==> src/rtl/if_fetch.sv <==
// Instruction-fetch stage: owns the architectural PC, fetches words over a req/ack
// handshake and feeds the IF/ID register through a one-entry skid buffer.
module if_fetch #(
   parameter logic [31:0] RESET_PC = 32'h0000_3000
) (
   input  logic        clk,
   input  logic        rst,
   input  logic        redirect_valid,
   input  logic [31:0] redirect_pc,
   input  logic        id_stall,
   output logic        imem_req,
   output logic [31:0] imem_addr,
   input  logic        imem_ack,
   input  logic [31:0] imem_rdata,
   output logic        if_valid,
   output logic [31:0] if_pc,
   output logic [31:0] if_pc4,
   output logic [31:0] if_ir
);

   typedef enum logic [1:0] {IDLE, FETCH, WAIT_SLOT, DRAIN} state_t;

   state_t      state, state_nxt;
   logic [31:0] pc, pc_nxt;
   logic [31:0] fetch_addr, fetch_addr_nxt;
   logic [31:0] buf_ir, buf_ir_nxt;
   logic        if_valid_nxt;
   logic [31:0] if_pc_nxt, if_pc4_nxt, if_ir_nxt;

   logic [31:0] target;
   logic        slot_free;

   assign target    = {redirect_pc[31:2], 2'b00};
   assign slot_free = !if_valid || !id_stall;

   assign imem_req  = (state == FETCH) || (state == DRAIN);
   assign imem_addr = fetch_addr;

   always_comb begin
      // NOTE: every next-state variable gets a hold default first, so no path can infer a latch.
      state_nxt      = state;
      pc_nxt         = pc;
      fetch_addr_nxt = fetch_addr;
      buf_ir_nxt     = buf_ir;
      if_pc_nxt      = if_pc;
      if_pc4_nxt     = if_pc4;
      if_ir_nxt      = if_ir;
      // Decode drains the IF/ID entry; a load below overrides this.
      if_valid_nxt   = if_valid && id_stall;

      unique case (state)
         IDLE: begin
            state_nxt = FETCH;
            if (redirect_valid) begin
               pc_nxt         = target;
               fetch_addr_nxt = target;
               if_valid_nxt   = 1'b0;
            end
         end

         FETCH: begin
            if (redirect_valid) begin
               pc_nxt       = target;
               if_valid_nxt = 1'b0;
               if (imem_ack) fetch_addr_nxt = target;
               else          state_nxt      = DRAIN;
            end else if (imem_ack) begin
               pc_nxt = pc + 32'd4;
               if (slot_free) begin
                  if_valid_nxt   = 1'b1;
                  if_pc_nxt      = fetch_addr;
                  if_pc4_nxt     = fetch_addr + 32'd4;
                  if_ir_nxt      = imem_rdata;
                  fetch_addr_nxt = fetch_addr + 32'd4;
               end else begin
                  // fetch_addr keeps the buffered word's PC until it moves to IF/ID.
                  buf_ir_nxt = imem_rdata;
                  state_nxt  = WAIT_SLOT;
               end
            end
         end

         WAIT_SLOT: begin
            if (redirect_valid) begin
               pc_nxt         = target;
               fetch_addr_nxt = target;
               if_valid_nxt   = 1'b0;
               state_nxt      = FETCH;
            end else if (slot_free) begin
               if_valid_nxt   = 1'b1;
               if_pc_nxt      = fetch_addr;
               if_pc4_nxt     = fetch_addr + 32'd4;
               if_ir_nxt      = buf_ir;
               fetch_addr_nxt = pc;
               state_nxt      = FETCH;
            end
         end

         DRAIN: begin
            if (redirect_valid) begin
               pc_nxt       = target;
               if_valid_nxt = 1'b0;
            end
            // The outstanding request completes at its stale address; its data is dropped.
            if (imem_ack) begin
               fetch_addr_nxt = redirect_valid ? target : pc;
               state_nxt      = FETCH;
            end
         end

         default: state_nxt = IDLE;
      endcase
   end

   // NOTE: sequential state uses non-blocking assignments so all registers update together at the edge.
   always_ff @(posedge clk or posedge rst) begin
      if (rst) begin
         state      <= IDLE;
         pc         <= RESET_PC;
         fetch_addr <= RESET_PC;
         buf_ir     <= 32'd0;
         if_valid   <= 1'b0;
         if_pc      <= RESET_PC;
         if_pc4     <= RESET_PC + 32'd4;
         if_ir      <= 32'd0;
      end else begin
         state      <= state_nxt;
         pc         <= pc_nxt;
         fetch_addr <= fetch_addr_nxt;
         buf_ir     <= buf_ir_nxt;
         if_valid   <= if_valid_nxt;
         if_pc      <= if_pc_nxt;
         if_pc4     <= if_pc4_nxt;
         if_ir      <= if_ir_nxt;
      end
   end

endmodule

==> config.mk <==
export PLATFORM = sky130hd
export DESIGN_NAME = if_fetch
export DESIGN_NICKNAME = d
export VERILOG_FILES = /design/src/rtl/if_fetch.sv
export SDC_FILE = /design/constraint.sdc
export NUM_CORES = 1
export LEC_CHECK = 0
export ABC_AREA = 1
export CAP_MARGIN = 40
export CORE_UTILIZATION = 50
export CTS_BUF_LIST = sky130_fd_sc_hd__clkbuf_8
export DETAILED_ROUTE_END_ITERATION = 10
export PLACE_DENSITY_LB_ADDON = 0.1
export SLEW_MARGIN = 20
export SYNTH_ARGS = -nofsm -noshare
export SYNTH_HDL_FRONTEND = slang
export SYNTH_SLANG_ARGS = --single-unit
==> constraint.sdc <==
create_clock -name clk -period 10.52 [get_ports clk]
set_clock_uncertainty 0.1 [all_clocks]
set_input_delay 1.052 -clock clk [delete_from_list [all_inputs] [get_ports clk]]
set_output_delay 1.052 -clock clk [all_outputs]
set_load 0.02 [all_outputs]
==> impl_metrics.json, run 1 <==
{
  "status": "completed",
  "rsz0062_at_grt": "false",
  "clk_pin_slew_ps": 110,
  "drt_wl_total_um": 31300,
  "power_frac_comb_pct": 54.6,
  "synth_top_family_by_area": "simple AND/OR/NAND/NOR gates",
  "hold_path.class": "register to register",
  "ys_warn_count": 0,
  "synth.net_count": 1615,
  "post-route-util_pct": 63.1,
  "synthMuxAreaShare_pct": 3.38,
  "portBuffers": 196,
  "whs_ps": 374,
  "fin_crit_sh_pct": 43.6,
  "crit_type": "register to register",
  "critPathMaxStageDelay_ps": 750,
  "yosys.area_share.adder_pct": 0.799,
  "synth_area_leaders": "dfrtp_1 (42%), nand2_1 (20%), nor2_1 (8.1%)",
  "maxSlewViolCount": 0,
  "synth_top_area_share_pct": 42.0,
  "path_cells": "inv_1 > ha_2 > buf_4 > inv_2 > buf_4 > nor2_4 > a21oi_1 > nand2_2 > buf_4 > clkinv_2 > buf_4 > nor2_1 > a31oi_1",
  "grt_antenna_before_repair": 1,
  "syn_inst": 1539,
  "clk_latency_ps": 480,
  "clkPwrFrac_pct": 11.8,
  "start_util_pct": 51.5,
  "post_drt_wl_per_cell_um": 15.8,
  "seq_power_share_pct": 33.6,
  "ir_worst_vdd_v": 0.000226,
  "fp.dieW_um": 150,
  "crit_top_cell": "buf_4",
  "fmax_mhz": 218,
  "crit_path_start_kind": "register",
  "hold_viol_final": 0,
  "die-height_um": 150,
  "crit_slowest_cell": "clkinv_2",
  "viasPerCell": 5.31,
  "place_hpwl_um": 21900,
  "area_growth_pct": 22.5,
  "grt_pass1_wl_um": 49700,
  "via_count": 10500,
  "cts_tree": "built",
  "yosys.area_share.simple_pct": 34.8,
  "track_usage_pct": 28.4,
  "worst_slew_pin_slew_ps": 768,
  "first_pass_iters": 5,
  "cp.buffers_inverters": 7,
  "finalSetupViolCount": 0,
  "synth_compound_area_share_pct": 8.01,
  "grt_start_max_net_pins": 95,
  "place_congestion": 0.891,
  "cts-resized-gates": 0,
  "cts_buffers": 17,
  "grt.overflow.total": 0,
  "p_leak_nw": 6.56,
  "ioPinCount": 199,
  "synth-seq-cells": 193,
  "holdBufCountCts": 0,
  "critPathCaptureType": "register",
  "layout.nets": 1769,
  "core_sq_mm": 0.0213,
  "tns_ps": 0,
  "yosysSeqAreaShare_pct": 44.2,
  "die_area_sq_mm": 0.0225,
  "cts.sinks": 193,
  "cap_violations": 0,
  "synth_top_area_cell": "dfrtp_1",
  "cts.path.max_buffers": 2,
  "ys_types": 39,
  "grt_pass1_vias": 9397,
  "final_cell_mix": "nand2_1 (572), nor2_1 (236), clkdlybuf4s50_1 (195)",
  "post-cts-setup-buffers": 0,
  "h-tree-depth": 4,
  "synth_area_sq_mm": 0.0110,
  "postSynthAreaPerCell_sq_um": 7.12,
  "critPathMaxFanout": 75,
  "critPathTopFamily": "buffers and inverters",
  "fin_crit_ps": 4590,
  "synthXorXnorAreaFrac_pct": 1.28,
  "drc_errors": 0,
  "p_per_area_mw_per_mm2": 304,
  "drive_gt1_share_pct": 6.98,
  "crit_arrival_ps": 4820,
  "cts_root_buffer": "clkbuf_8",
  "worst_ep_required_time_ps": 10750,
  "drtIter0Drc": 989,
  "maxSlewHeadroom_pct": 48.8,
  "detail-route-antenna-nets": 0,
  "nFillCells": 1981,
  "p_sw_mw": 1.95,
  "switching_share_pct": 47.7,
  "final_common_cell": "nand2_1",
  "num_rows": 53,
  "p_int_mw": 2.13
}
-- layout make-up --
cell class                 count  area, sq um  area share [%]
antenna                        1         2.50          0.0186
clock buffer                  17          234            1.74
clock inverter                15          145            1.08
inverter                     121          463            3.45
multi-input combinational   1150         5300            39.4
sequential                   193         4840            36.1
tap                          275          344            2.56
timing repair buffer         210         2100            15.7
-- kinds of logic after synthesis --
group                      after synthesis
and+or+nand+nor                        944
buffers and inverters                  196
DFF                                    193
AOI/OAI and AO/OA                      150
muxes                                   33
xor gates and xnor gates                16
adders and majority gates                7
-- final timing paths --
path                       startpoint          to  slack [ps]  cells after the start
min in group asynchronous         rst   if_pc[25]         860                      2
setup / recovery             state[1]   if_ir[21]        5930                     13
max in group asynchronous         rst      pc[15]        8390                      3
setup reg to reg             state[1]   if_ir[21]        5930                     13
hold / removal             if_pc4[13]  if_pc4[13]         370                      2
hold reg to reg            if_pc4[13]  if_pc4[13]         370                      2
-- cells in the mapped netlist --
library cell	instances
nor2_2	12
nor2_4	4
and2_1	2
o22ai_1	7
inv_1	114
nand3_1	73
buf_2	32
a21boi_0	3
a31oi_1	47
or2_2	4
o21ai_1	3
nor3_1	6
buf_1	4
xnor2_1	7
mux2_1	2
clkbuf_1	26
ha_1	7
a22oi_1	1
buf_4	11
nand3_2	1
a21oi_1	22
o21ai_0	48
nor2_1	236
mux2_2	30
o211ai_1	6
nand2_1	573
nand4_1	23
buf_6	2
mux2i_1	1
o21a_1	1
o221ai_1	1
nand2_2	4
dfstp_2	9
xor2_1	9
o311ai_0	1
nand3b_1	6
a211oi_1	10
inv_2	7
dfrtp_1	184
-- routing by layer --
| metal | vias up | routed length [um] | track usage, % |
|---|---|---|---|
| li1 | 5196 | - | - |
| met1 | 4897 | 14700 | 42.5 |
| met2 | 399 | 13700 | 42.3 |
| met3 | 32 | 2330 | 4.70 |
| met4 | 0 | 486 | 7.58 |
| met5 | - | 0 | 0 |
-- stage by stage --
stage	instances	cell area [sq um]	power [mW]	setup slack (ps)
2_1_floorplan	1539	11000	2.74	4130
3_3_place_gp	1946	13000	3.53	5750
3_5_place_dp	1949	13000	3.59	5750
4_1_cts	1981	13400	4.08	5990
5_1_grt	1982	13400	4.39	5630
6_report	1982	13400	4.08	5930
-- tightest hold or removal path: stages (launching register included) --
cell	delay [ps]
dfstp_2	380
nand2_1	50
nand2_1	50
-- sequential cells by signal, indices dropped and copies added (netlist names) --
name       count
buf_ir        32
if_ir         32
if_pc4        32
imem_addr     32
pc            32
if_pc         30
state          2
if_valid       1
-- power groups by stage --
stage / Clock [mW] / Sequential [mW] / Combinational (mW)
after floorplan: 0 / 1.58 / 1.16
after global placement: 0 / 1.37 / 2.16
after detailed placement: 0 / 1.38 / 2.21
after CTS: 0.491 / 1.36 / 2.22
after global routing: 0.519 / 1.41 / 2.46
final: 0.481 / 1.37 / 2.23
Note: power is estimated with default switching activity, not from simulation.
==> run 2, diff against run 1 <==
==> constraint.sdc (replaced) <==
create_clock -name clk -period 4.1 [get_ports clk]
set_clock_uncertainty 0.1 [all_clocks]
set_input_delay 0.41 -clock clk [delete_from_list [all_inputs] [get_ports clk]]
set_output_delay 0.41 -clock clk [all_outputs]
set_load 0.02 [all_outputs]
==> impl_metrics.json, run 2 (synthesized netlist as in run 1, its figures left out) <==
{
  "grt_antenna_before_repair": 1,
  "fin_ws_ps": 750,
  "stdcell_area_sq_mm": 0.0135,
  "startpoint": "state[1]",
  "cts-resized-gates": 0,
  "via_count": 10500,
  "cts_root_buffer": "clkbuf_8",
  "finalSetupViolCount": 0,
  "drive_gt1_share_pct": 7.14,
  "grt_pass1_wl_um": 49700,
  "track_usage_pct": 28.3,
  "fp.dieW_um": 150,
  "worst_ep_required_time_ps": 3590,
  "portBuffers": 196,
  "grt_start_max_net_pins": 103,
  "multi_input_area_sq_mm": 0.00529,
  "fin_crit_sh_pct": 81.7,
  "ioPinCount": 199,
  "seq_power_share_pct": 33.4,
  "post-cts-setup-buffers": 0,
  "hold_viol_final": 0,
  "cts.path.max_buffers": 2,
  "post_drt_wl_per_cell_um": 15.8,
  "place_area_sq_mm": 0.0131,
  "start_util_pct": 51.5,
  "die-height_um": 150,
  "layout.nets": 1772,
  "p_int_mw": 5.57,
  "power_frac_comb_pct": 54.0,
  "timing.rr.end": "if_ir[29]",
  "p_per_area_mw_per_mm2": 784,
  "drt_wl_total_um": 31400,
  "fin_crit_ps": 3350,
  "clk_latency_ps": 490,
  "clk_pin_slew_ps": 110,
  "cts_buffers": 17,
  "grt.overflow.total": 0,
  "worst-r2r-cell-count": 10,
  "switching_share_pct": 47.4,
  "status": "completed",
  "cap_violations": 0,
  "detail-route-antenna-nets": 0,
  "crit_end": "imem_req",
  "ir_worst_vdd_v": 0.000358,
  "fmax_mhz": 299,
  "place_congestion": 0.927,
  "tns_ps": 0,
  "final_common_cell": "nand2_1",
  "critPathCaptureType": "primary output",
  "num_rows": 53,
  "ff2ff_setup_slack_ps": 970,
  "viasPerCell": 5.29,
  "rsz0062_at_grt": "false",
  "timing.rr.start": "state[1]",
  "cts_tree": "built",
  "core_sq_mm": 0.0213,
  "final_cell_mix": "nand2_1 (572), nor2_1 (236), clkdlybuf4s50_1 (195)",
  "worst_slew_pin_slew_ps": 749,
  "p_leak_nw": 6.60,
  "grt_pass1_vias": 9359,
  "crit_path_start_kind": "register",
  "h-tree-depth": 4,
  "maxSlewHeadroom_pct": 50.0,
  "maxSlewViolCount": 0,
  "p_sw_mw": 5.02,
  "first_pass_iters": 5,
  "die_area_sq_mm": 0.0225,
  "crit_type": "register to primary output",
  "nFillCells": 1919,
  "crit_arrival_ps": 2840,
  "clkPwrFrac_pct": 12.6,
  "cts.sinks": 193,
  "place_hpwl_um": 22100,
  "area_growth_pct": 23.3,
  "hold_path.class": "input port to async pin",
  "critPathMaxFanout": 47,
  "holdBufCountCts": 0,
  "pre_cts_ws_ps": 1110,
  "drc_errors": 0,
  "drtIter0Drc": 1122,
  "regArea_sq_mm": 0.00484
}
## run 2: cell types whose count changed in the layout (fill, tap and decap cells not counted), sizes merged
cell,change
buf,+3
inv,+1
bufinv,+1
clkinv,-2
## run 2: layout make-up
cell class / count / area share, %
multi-input cells: 1150 / 39.2
flip-flops and latches: 193 / 35.8
repair buffers: 213 / 16.0
inverters: 121 / 3.40
well taps: 275 / 2.55
clock buffers: 17 / 1.73
clock inverters: 15 / 1.31
diodes: 1 / 0.0185
## run 2: worst min-delay path by stage
stage | from | to | slack [ps] | cells past startpoint
global route | rst | if_pc[26] | 160 | 2
global placement | if_pc[13] | if_pc[13] | 360 | 2
CTS | rst | if_pc[26] | 140 | 2
floorplan | pc[1] | pc[1] | 360 | 2
finish | rst | if_pc[26] | 150 | 2
detailed placement | if_pc[12] | if_pc[12] | 360 | 2
## run 2: per-layer routing
layer  global-route usage (%)  vias up  wire, um
met5                        0        -         0
met4                     8.13        0       614
met3                     5.58       41      2520
met2                     41.7      398     13700
met1                     41.8     4869     14600
li1                         -     5195         -
## run 2: per-stage QoR
step           utilization (%)  hold slack (ps)  std cells  total power, mW
2_1_floorplan                -              359       1539             7.04
3_3_place_gp              61.3              357       1949             9.08
3_5_place_dp              61.6              364       1952             9.24
4_1_cts                   63.5              142       1984             10.6
5_1_grt                   63.5              156       1985             11.4
6_report                  63.5              152       1985             10.6
## run 2: power by group through the flow
stage	registers (mW)	clock network [mW]	logic, mW
after CTS	3.52	1.36	5.71
after floorplan	4.05	0	2.99
after global routing	3.64	1.42	6.29
after detailed placement	3.56	0	5.68
final	3.53	1.34	5.72
after global placement	3.53	0	5.55
## run 2: worst max-delay path: stages (launching register included)
cell and delay (ps):
dfrtp_1 430, inv_1 110, ha_1 570, inv_2 110, buf_4 330, nand2_1 180
clkdlybuf4s50_1 620
==> run 3, diff against run 2 <==
==> constraint.sdc (replaced) <==
create_clock -name clk -period 2.85 [get_ports clk]
set_clock_uncertainty 0.1 [all_clocks]
set_input_delay 0.285 -clock clk [delete_from_list [all_inputs] [get_ports clk]]
set_output_delay 0.285 -clock clk [all_outputs]
set_load 0.02 [all_outputs]
==> impl_metrics.json, run 3 (synthesized netlist as in run 1, its figures left out) <==
{
  "status": "completed",
  "total_power_mw": 15.2,
  "via_count": 10500,
  "place_congestion": 0.938,
  "critPathMaxStageDelay_ps": 570,
  "critPathCaptureType": "primary output",
  "crit_path_start_kind": "register",
  "grt_pass1_vias": 9392,
  "maxSlewViolCount": 0,
  "core_sq_mm": 0.0213,
  "clk_latency_ps": 500,
  "grt_pass1_wl_um": 49300,
  "fmax_mhz": 381,
  "clk_pin_slew_ps": 130,
  "tns_ps": 0,
  "grt_antenna_before_repair": 0,
  "start_util_pct": 51.5,
  "drive_gt1_share_pct": 7.74,
  "finalSetupViolCount": 0,
  "worst_slew_pin_slew_ps": 591,
  "drc_errors": 0,
  "p_leak_nw": 6.64,
  "nFillCells": 1918,
  "post_drt_wl_per_cell_um": 15.6,
  "regArea_sq_mm": 0.00484,
  "die_area_sq_mm": 0.0225,
  "viasPerCell": 5.26,
  "drtIter0Drc": 1111,
  "cts.path.max_buffers": 2,
  "worst_ep_required_time_ps": 2470,
  "rsz0062_at_grt": "false",
  "multi_input_area_sq_mm": 0.00529,
  "grt.overflow.total": 0,
  "cts-resized-gates": 0,
  "first_pass_iters": 6,
  "cap_violations": 0,
  "fin_crit_sh_pct": 92.0,
  "maxSlewHeadroom_pct": 60.5,
  "final_cell_mix": "nand2_1 (572), nor2_1 (236), clkdlybuf4s50_1 (195)",
  "fin_crit_ps": 2620,
  "cts_tree": "built",
  "fp.dieW_um": 150,
  "final_common_cell": "nand2_1",
  "die-height_um": 150,
  "portBuffers": 196,
  "drt_wl_total_um": 31200,
  "area_growth_pct": 24.0,
  "track_usage_pct": 28.2,
  "cts_root_buffer": "clkbuf_8",
  "crit_type": "register to primary output",
  "crit_arrival_ps": 2240,
  "ioPinCount": 199,
  "h-tree-depth": 4,
  "place_hpwl_um": 22500,
  "num_rows": 53,
  "grt_start_max_net_pins": 62,
  "cts_buffers": 17,
  "p_per_area_mw_per_mm2": 1120,
  "post-cts-setup-buffers": 0,
  "path_cells": "inv_1 > ha_1 > inv_2 > nand2_1 > clkdlybuf4s50_1",
  "hold_path.class": "input port to register",
  "hold_viol_final": 0,
  "holdBufCountCts": 0,
  "cts.sinks": 193,
  "critPathMaxFanout": 17,
  "crit_slowest_cell": "clkdlybuf4s50_1",
  "layout.nets": 1782,
  "ir_worst_vdd_v": 0.000457,
  "detail-route-antenna-nets": 0
}
run 3: power breakdown:
group / internal, mW / switching (mW) / total (mW) / leakage [nW]
Clock: 0.701 / 1.20 / 1.90 / 0.210
Combinational: 3.28 / 4.98 / 8.25 / 4.07
Sequential: 4.00 / 1.07 / 5.08 / 2.36
run 3: final timing paths:
path,slack (ps),depth (start not counted),endpoint,from
worst max-delay path,230,5,imem_req,state[1]
worst min-delay path,80,2,pc[0],redirect_valid
worst max register to register,480,9,if_ir[20],state[1]
worst min register to register,380,2,if_pc4[13],if_pc4[13]
max in group asynchronous,1870,3,if_pc4[13],rst
min in group asynchronous,90,2,if_pc[26],rst
run 3: through the flow:
step | util, % | instances | cell area [sq um] | worst slack [ps] | hold slack [ps]
detailed placement | 61.9 | 1962 | 13200 | 464 | 365
finish | 63.9 | 1995 | 13600 | 227 | 77.1
floorplan | - | 1539 | 11000 | -18.1 | 316
global route | 63.9 | 1994 | 13600 | 163 | 80.9
CTS | 63.9 | 1994 | 13600 | 262 | 58.8
global placement | 61.9 | 1962 | 13200 | 499 | 358
run 3: per-layer routing:
metal / GRT usage [%] / vias up / wire length (um)
li1: - / 5228 / -
met1: 43.0 / 4774 / 14500
met2: 41.2 / 450 / 13400
met3: 4.73 / 41 / 2710
met4: 7.12 / 0 / 497
met5: 0 / - / 0
run 3: critical path, delay by kind of cell (launching register included):
kind	cells	cell delay, ps
buf+inv	3	940
flops	1	410
fa+ha+maj	1	230
simple gates	1	160
run 3: layout make-up:
type	instances	area share [%]
Antenna cell	1	0.0184
Clock buffer	18	1.82
Clock inverter	14	1.27
Inverter	121	3.38
Multi-Input combinational cell	1150	38.9
Sequential cell	193	35.6
Tap cell	275	2.53
Timing Repair Buffer	223	16.4
